`config.mk`:
```
export PLATFORM = sky130hd
export DESIGN_NAME = ram_arbiter
export DESIGN_NICKNAME = d
export VERILOG_FILES = /design/src/rtl/ram_arbiter.sv
export SDC_FILE = /design/constraint.sdc
export NUM_CORES = 1
export LEC_CHECK = 0
export ABC_CLOCK_PERIOD_IN_PS = 3500
export CAP_MARGIN = 15
export CORE_MARGIN = 10
export CORE_UTILIZATION = 36
export DETAILED_ROUTE_END_ITERATION = 7
export GPL_TIMING_DRIVEN = 0
export PLACE_DENSITY = 0.85
export SYNTH_ARGS = -nofsm -noshare
export SYNTH_HDL_FRONTEND = slang
export SYNTH_SLANG_ARGS = --single-unit
```
`constraint.sdc`:
```
create_clock -name clk -period 3.5 [get_ports clk]
set_clock_uncertainty 0.2 [all_clocks]
set_input_delay 0.875 -clock clk [delete_from_list [all_inputs] [get_ports clk]]
set_output_delay 0.875 -clock clk [all_outputs]
set_load 0.005 [all_outputs]
```
`src/rtl/ram_arbiter.sv`:
```
// ram_arbiter: shares the 2 KB system RAM between the screen fetcher, the program loader and the 6502.
// Screen and loader always win; the CPU is paused through RDY and its last read is replayed before resume.
module ram_arbiter #(
  parameter int ADDR_WIDTH = 11,
  parameter int DATA_WIDTH = 8
) (
  input  logic                  clk,
  input  logic                  reset,
  input  logic                  scr_req,
  input  logic [ADDR_WIDTH-1:0] scr_addr,
  output logic                  scr_rvalid,
  input  logic                  ldr_req,
  input  logic                  ldr_we,
  input  logic [ADDR_WIDTH-1:0] ldr_addr,
  input  logic [DATA_WIDTH-1:0] ldr_wdata,
  input  logic [15:0]           cpu_addr,
  input  logic                  cpu_we,
  input  logic [DATA_WIDTH-1:0] cpu_wdata,
  output logic                  cpu_rdy,
  output logic [ADDR_WIDTH-1:0] ram_raddr,
  output logic [ADDR_WIDTH-1:0] ram_waddr,
  output logic [DATA_WIDTH-1:0] ram_wdata,
  output logic                  ram_we
);

  typedef enum logic [1:0] {
    RUN,
    HOLD,
    RESTORE
  } state_t;

  state_t                state;
  logic [ADDR_WIDTH-1:0] last_addr;
  logic [ADDR_WIDTH-1:0] cpu_addr_lo;
  logic                  any_req;
  logic                  unused_cpu_addr_hi;

  // Upper CPU address bits are dropped so the RAM image mirrors across the 64 KB space.
  assign cpu_addr_lo        = cpu_addr[ADDR_WIDTH-1:0];
  assign unused_cpu_addr_hi = ^cpu_addr[15:ADDR_WIDTH];
  assign any_req            = scr_req | ldr_req;
  assign cpu_rdy            = (state == RUN) && !any_req;

  always_ff @(posedge clk) begin
    if (reset) begin
      state      <= HOLD;
      last_addr  <= '0;
      scr_rvalid <= 1'b0;
    end else begin
      scr_rvalid <= scr_req;
      if (cpu_rdy) begin
        last_addr <= cpu_addr_lo;
      end
      case (state)
        RUN:     if (any_req) state <= HOLD;
        HOLD:    if (!any_req) state <= RESTORE;
        RESTORE: state <= any_req ? HOLD : RUN;
        default: state <= HOLD;
      endcase
    end
  end

  // RESTORE and HOLD both present last_addr so the stalled CPU finds its data on resume.
  always_comb begin
    ram_raddr = last_addr;
    if (scr_req) begin
      ram_raddr = scr_addr;
    end else if (state == RUN) begin
      ram_raddr = cpu_addr_lo;
    end
  end

  always_comb begin
    ram_waddr = cpu_addr_lo;
    ram_wdata = cpu_wdata;
    ram_we    = cpu_we && cpu_rdy;
    if (ldr_req) begin
      ram_waddr = ldr_addr;
      ram_wdata = ldr_wdata;
      ram_we    = ldr_we;
    end
  end

endmodule

```
# Yosys cells after proc, flatten, opt, wreduce, memory -nomap -nowiden
# Index checks and enable logic that the tools add are counted.
# totals
regBits	14
# classes
n_eq_ne	4
mux	9
n_bitwise	1
reduce_logical	5
# ops
operator	n
11-bit two-way mux	3
8-bit two-way mux	1
2-bit one-hot mux with 3 select lines	1
2-bit two-way mux	2
2-bit inequality test (second input constant)	2
2-bit by 1-bit == test with 1-bit output (second input constant)	1
2-bit == test (second input constant)	1
1-bit logical AND	2
2-bit logical NOT	1
1-bit two-way mux	2
2-bit AND reduction	1
1-bit logical NOT	1
1-bit bitwise OR	1

# Depth between registers and ports, before layout
# Gate-level depths: netlist of run 1.
# logic_depth
ltp_word	5
ltp_mapped	5
ltp_nobuf	2

# Worst setup path before layout of run 1
# Ideal clock, no wire load.
# synth_timing
path_type	input to output
from	input port scr_req
to	output port ram_raddr[7]
arrival_time_ns	1.683
required_time_ns	2.425
slack_ns	0.742
path_stages	4
path_buffers	2
path_cell_list	buf_6 -> buf_4 -> or4b_1 -> o311ai_1
# synth_between
elab_chain_cells	1
# synth_lines
element	line_no	text
start: declaration	9	input logic scr_req,
11-bit two-way mux	66	if (scr_req) begin
end: declaration	20	output logic [ADDR_WIDTH-1:0] ram_raddr,
# No other way between the ends.

# Worst setup path after layout of run 1
# layout_timing
from	input port ldr_req
to	output port ram_wdata[6]
# layout_between
elab_chain_cells	1
# layout_lines
element	line_no	text
start: declaration	12	input logic ldr_req,
8-bit two-way mux	77	if (ldr_req) begin
end: declaration	22	output logic [DATA_WIDTH-1:0] ram_wdata,
# No other way between the ends.

==> impl_metrics.ini, run 1 <==
[global_routing]
grt_pass1_vias = 1436
grt_overflow = 0
antenna_found_initial = 0
gr-usage-all-layers_pct = 15.6
grt_pass1_wl_um = 7580
grt_max_degree = 11

[logic_synthesis]
yosys-top-cells-count = 23 x nand2b_1, 19 x mux2_2, 14 x dfxtp_1
synthFlopType = dfxtp_1
syn-cell-area_um2 = 1170
yosysSeqAreaShare_pct = 23.9
ys_seq_elements = 14
async_flop_share_pct = 0
yosys_warnings = 0
yosysMostFrequentCell = nand2b_1
synth_nets = 189
synth_cell_types = 19
syn_area_per_cell_um2 = 9.09
synth_edf_count = 0
netlist.top_cell.by_area = dfxtp_1
syn_inst = 129
synth_area_leaders = dfxtp_1 24%, mux2_2 18%, nand2b_1 12%
synth_top_area_share_pct = 23.9

[critical_path]
crit_fanout = 10
worstRegToRegCells = 3
r2r_start = state[1]$_SDFFE_PP0P_
worstPathArrival_ps = 2300
crit_path_end_kind = output port
worst-r2r-setup-slack_ps = 1950
crit_required_ps = 2420
worstSetupPathType = input pin to output port
start_kind = input pin
reg2reg_to = last_addr[1]$_SDFFE_PP0P_

[routing]
wl_per_cell_um = 18.3
drtPass1Iterations = 4
wl_um = 4830
vias_per_cell = 5.04
drt-initial-drc-count = 38
drc = 0
num_vias = 1326
ant_nets = 0

[timing]
whs_ps = 282
relSlewSlack_pct = 66.4
final-setup-viol-count = 0
period_minus_slack_ps = 3370
drv_slew = 0
finalCritPeriodShare_pct = 96.3
hold_viol_final = 0
tightest_slew_ps = 504
rsz0062_at_grt = false
setup_tns_ps = 0
clock.fmax_ghz = 0.297
fin_ws_ps = 128

[placement]
placed_cell_area_um2 = 2090
place.gp.congestion = 0.779
io_buffers = 86
dp.cells = 259
place_ws_ps = -207
dp_hpwl_um = 4030

[hold_path]
hold_path.startpoint = last_addr[7]$_SDFFE_PP0P_
hold_path.class = register to register
holdPathStages = 2
hold_end = last_addr[7]$_SDFFE_PP0P_

[pwr]
powerDensity_nw_per_um2 = 225
total_leakage_power_nw = 0.780
ir_drop_v = 0.000255

[final_layout]
syn_to_final_growth_pct = 80.7
finalNetCount = 280
fillers = 270
multi_input_area_um2 = 773
fin_cells = 263
drive_above_1_share_pct = 15.1
final_area_um2 = 2120
antenna-diode-count = 0
ff_latch_area_um2 = 280

[clocking]
clk_latency_ps = 290
cts_tree = done
clkTransAtPathRegs_ps = 90
cts-root-buf = clkbuf_4
cts_sinks = 14
cts_max_level = 1
numCtsBuffers = 3
cts_hold_buf = 0
cts_buffer_depth = 2
post_cts_resized = 15
post_cts_buffers = 0

[floorplan]
core_area_um2 = 3080
fp.dieH_um = 77.1
rows = 20
start_util_pct = 38.1
io_pins = 93
die_area_um2 = 5940
die_width_um = 77.1

[run_status]
status = completed

[flow_run]
drv_cap = 0
[layout make-up]
type / count / area share (%)
well taps: 44 / 2.60
flip-flops and latches: 14 / 13.2
inverters: 11 / 1.95
multi-input cells: 92 / 36.5
plain buffers: 12 / 4.08
repair buffers: 86 / 39.9
clock buffers: 4 / 1.71
[through the flow]
stage	total power [W]	util, %
2_1_floorplan	0.000232	-
3_3_place_gp	0.000360	67.8
3_5_place_dp	0.000365	67.8
4_1_cts	0.000479	68.8
5_1_grt	0.000500	68.8
6_report	0.000477	68.8
[power breakdown]
group          internal (W)  switching [W]
clock             0.0000635      0.0000598
combinational      0.000127      0.0000623
sequential         0.000162     0.00000269
[cell usage in the layout, fill, tap and decap left out]
cell             netlist  final
clkdlybuf4s50_1        0     74
nand2b_1              23     23
mux2_2                19     19
dfxtp_1               14     14
dlygate4sd2_1          0     12
inv_1                 11     11
nand2_1               11     11
or4b_1                11     11
mux2i_1               11     11
o311ai_1              10     10
buf_6                  3      4
clkbuf_1               3      3
buf_2                  5      3
clkbuf_4               0      3
buf_4                  1      2
nor4_4                 1      1
nor2_1                 1      1
a22o_1                 1      1
o311ai_0               1      1
a2111o_1               1      1
nor2b_1                1      1
nor4_1                 1      1
clkbuf_8               0      1
[kinds of logic after synthesis]
| family | Yosys count | synth area share (%) |
|---|---|---|
| AO/OA/AOI/OAI | 13 | 9.93 |
| flip-flops | 14 | 23.9 |
| multiplexers | 30 | 27.6 |
| buffers and inverters | 23 | 10.1 |
| AND/OR/NAND/NOR | 49 | 28.4 |
[worst max-delay path, cell delays in order]
cell and delay [ps]:
dlygate4sd2_1 350, buf_4 250, mux2_2 350, clkdlybuf4s50_1 470
[worst max path at each step]
stage	startpoint	to
5_1_grt	ldr_req	ram_wdata[6]
4_1_cts	ldr_req	ram_wdata[1]
3_5_place_dp	ldr_req	ram_waddr[9]
2_1_floorplan	scr_req	ram_raddr[7]
3_3_place_gp	ldr_req	ram_waddr[4]
6_report	ldr_req	ram_wdata[6]
[state kept, by name, summed over array words and instances (netlist names)]
register,count
state,2
scr_rvalid,1
last_addr,11
[routing by layer]
layer	routed length, um	track usage [%]	vias to the layer above
li1	-	-	648
met1	1790	15.8	640
met2	2780	31.1	34
met3	230	4.66	4
met4	29	1.82	0
met5	0	0	-
Power figures use the tool's default switching activity.
==> inputs of run 2 (changes only) <==
==> config.mk (replaced) <==
export PLATFORM = sky130hd
export DESIGN_NAME = ram_arbiter
export DESIGN_NICKNAME = d
export VERILOG_FILES = /design/src/rtl/ram_arbiter.sv
export SDC_FILE = /design/constraint.sdc
export NUM_CORES = 1
export LEC_CHECK = 0
export ABC_CLOCK_PERIOD_IN_PS = 2820
export CAP_MARGIN = 15
export CORE_MARGIN = 10
export CORE_UTILIZATION = 30
export DETAILED_ROUTE_END_ITERATION = 7
export GPL_TIMING_DRIVEN = 0
export HOLD_SLACK_MARGIN = 0.05
export PLACE_DENSITY = 0.75
export SYNTH_ARGS = -nofsm -noshare
export SYNTH_HDL_FRONTEND = slang
export SYNTH_SLANG_ARGS = --single-unit
==> constraint.sdc (replaced) <==
create_clock -name clk -period 2.82 [get_ports clk]
set_clock_uncertainty 0.2 [all_clocks]
set_input_delay 0.705 -clock clk [delete_from_list [all_inputs] [get_ports clk]]
set_output_delay 0.705 -clock clk [all_outputs]
set_load 0.005 [all_outputs]
==> impl_metrics.ini, run 2 (synthesis gave the netlist of run 1 again) <==
[run_status]
status = completed

[floorplan]
start_util_pct = 31.5
rows = 22
core_area_um2 = 3720
io_pins = 93
fp.dieH_um = 82.5
die_width_um = 82.5
die_area_um2 = 6810

[clocking]
numCtsBuffers = 3
clkTransAtPathRegs_ps = 50
cts_max_level = 1
cts-root-buf = clkbuf_8
cts_sinks = 14
clk_latency_ps = 240
cts_buffer_depth = 2
cts_tree = done

[placement]
placed_cell_area_um2 = 2090
place.gp.congestion = 0.705
dp_hpwl_um = 3580
io_buffers = 86
dp.cells = 263

[critical_path]
crit_fanout = 10
crit_required_ps = 1910
max_stage_delay_ps = 460
worstSetupPathType = input pin to output port
cp_cell_sequence = buf_2 -> buf_6 -> mux2_2 -> clkdlybuf4s50_1
slowest_stage = clkdlybuf4s50_1
worstPathArrival_ps = 1860
crit_path_end_kind = output port
start_kind = input pin

[timing]
tightest_slew_ps = 456
rsz0062_at_grt = false
whs_ps = 275
final-setup-viol-count = 0
clock.fmax_ghz = 0.362
finalCritPeriodShare_pct = 98.0
hold_viol_final = 0
period_minus_slack_ps = 2760
relSlewSlack_pct = 69.6
drv_slew = 0

[routing]
wl_per_cell_um = 16.4
ant_nets = 0
drc = 0
drtPass1Iterations = 4
num_vias = 1265
wl_um = 4380
drt-initial-drc-count = 80
vias_per_cell = 4.72

[final_layout]
antenna-diode-count = 0
fin_util_pct = 56.9
final_cell_mix = 63 x clkdlybuf4s50_1, 23 x nand2b_1, 19 x mux2_2, 15 x buf_2, 14 x dfxtp_1
syn_to_final_growth_pct = 80.4
fin_cells = 268
max_flop_register = last_addr
finalNetCount = 282
fillers = 360
drive_above_1_share_pct = 21.4
final_area_um2 = 2110
layout_commonest_cell = clkdlybuf4s50_1
largest_reg_flops = 11
biggestRegsByFlops = last_addr (11), state (2), scr_rvalid (1)

[global_routing]
grt_max_degree = 11
grt_overflow = 0
grt_pass1_wl_um = 6770
antenna_found_initial = 0
grt_pass1_vias = 1327
gr-usage-all-layers_pct = 12.5

[hold_path]
hold_path.class = register to register

[pwr]
total_leakage_power_nw = 0.833
powerDensity_nw_per_um2 = 279
ir_drop_v = 0.000201

[flow_run]
drv_cap = 0
run 2: timing repair:
action	4_1_cts	5_1_grt
pin swaps	2	1
buffers inserted	2	0
resized for setup	59	7
setup endpoints to repair	32	7
hold buffers	0	0
run 2: power breakdown:
part	internal, W	switching (W)
clock network	0.0000942	0.0000652
registers	0.000202	0.00000324
logic	0.000151	0.0000741
run 2: worst max-delay path, delay by kind of cell:
family | cells | cell delay (ps)
buffers and inverters | 3 | 810
multiplexers | 1 | 340
run 2: final timing paths:
kind,from,end,slack (ps),cells past startpoint
worst min-delay path,last_addr[1]$_SDFFE_PP0P_,last_addr[1]$_SDFFE_PP0P_,270,2
worst max-delay path,ldr_req,ram_waddr[8],60,4
worst max register to register,state[1]$_SDFFE_PP0P_,last_addr[3]$_SDFFE_PP0P_,1210,4
worst min register to register,last_addr[1]$_SDFFE_PP0P_,last_addr[1]$_SDFFE_PP0P_,270,2
run 2: area by class of cell:
type | instances | area (um2) | share of cell area (%)
Buffer | 12 | 90.1 | 4.26
Clock buffer | 3 | 41.3 | 1.95
Inverter | 11 | 41.3 | 1.95
Multi-Input combinational cell | 92 | 777 | 36.7
Sequential cell | 14 | 280 | 13.3
Tap cell | 48 | 60.1 | 2.84
Timing Repair Buffer | 88 | 825 | 39.0
run 2: per-stage QoR:
| stage | total power [W] | setup TNS [ps] | worst slack, ps |
|---|---|---|---|
| global route | 0.000629 | 0 | 11.1 |
| CTS | 0.000601 | 0 | 8.28 |
| finish | 0.000590 | 0 | 56.0 |
| detailed placement | 0.000450 | -14760 | -565 |
| global placement | 0.000449 | -14840 | -568 |
| floorplan | 0.000288 | 0 | 402 |
run 2: per-layer routing:
metal | vias up | share of wire [%] | global-route usage, %
li1 | 654 | - | -
met1 | 585 | 39 | 14.8
met2 | 24 | 55 | 22.2
met3 | 2 | 5.4 | 4.32
met4 | 0 | 0.25 | 1.00
met5 | - | 0 | 0
==> inputs of run 3 (changes only) <==
--- a/config.mk
+++ b/config.mk
@@ -6,9 +6,10 @@
 export NUM_CORES = 1
 export LEC_CHECK = 0
 export ABC_CLOCK_PERIOD_IN_PS = 2820
-export CAP_MARGIN = 15
+export CAP_MARGIN = 20
 export CORE_MARGIN = 10
 export CORE_UTILIZATION = 30
+export CTS_CLUSTER_SIZE = 25
 export DETAILED_ROUTE_END_ITERATION = 7
 export GPL_TIMING_DRIVEN = 0
 export HOLD_SLACK_MARGIN = 0.05
==> results of run 3 <==
Same layout as run 2: the final DEF is identical, and so are final timing and power.
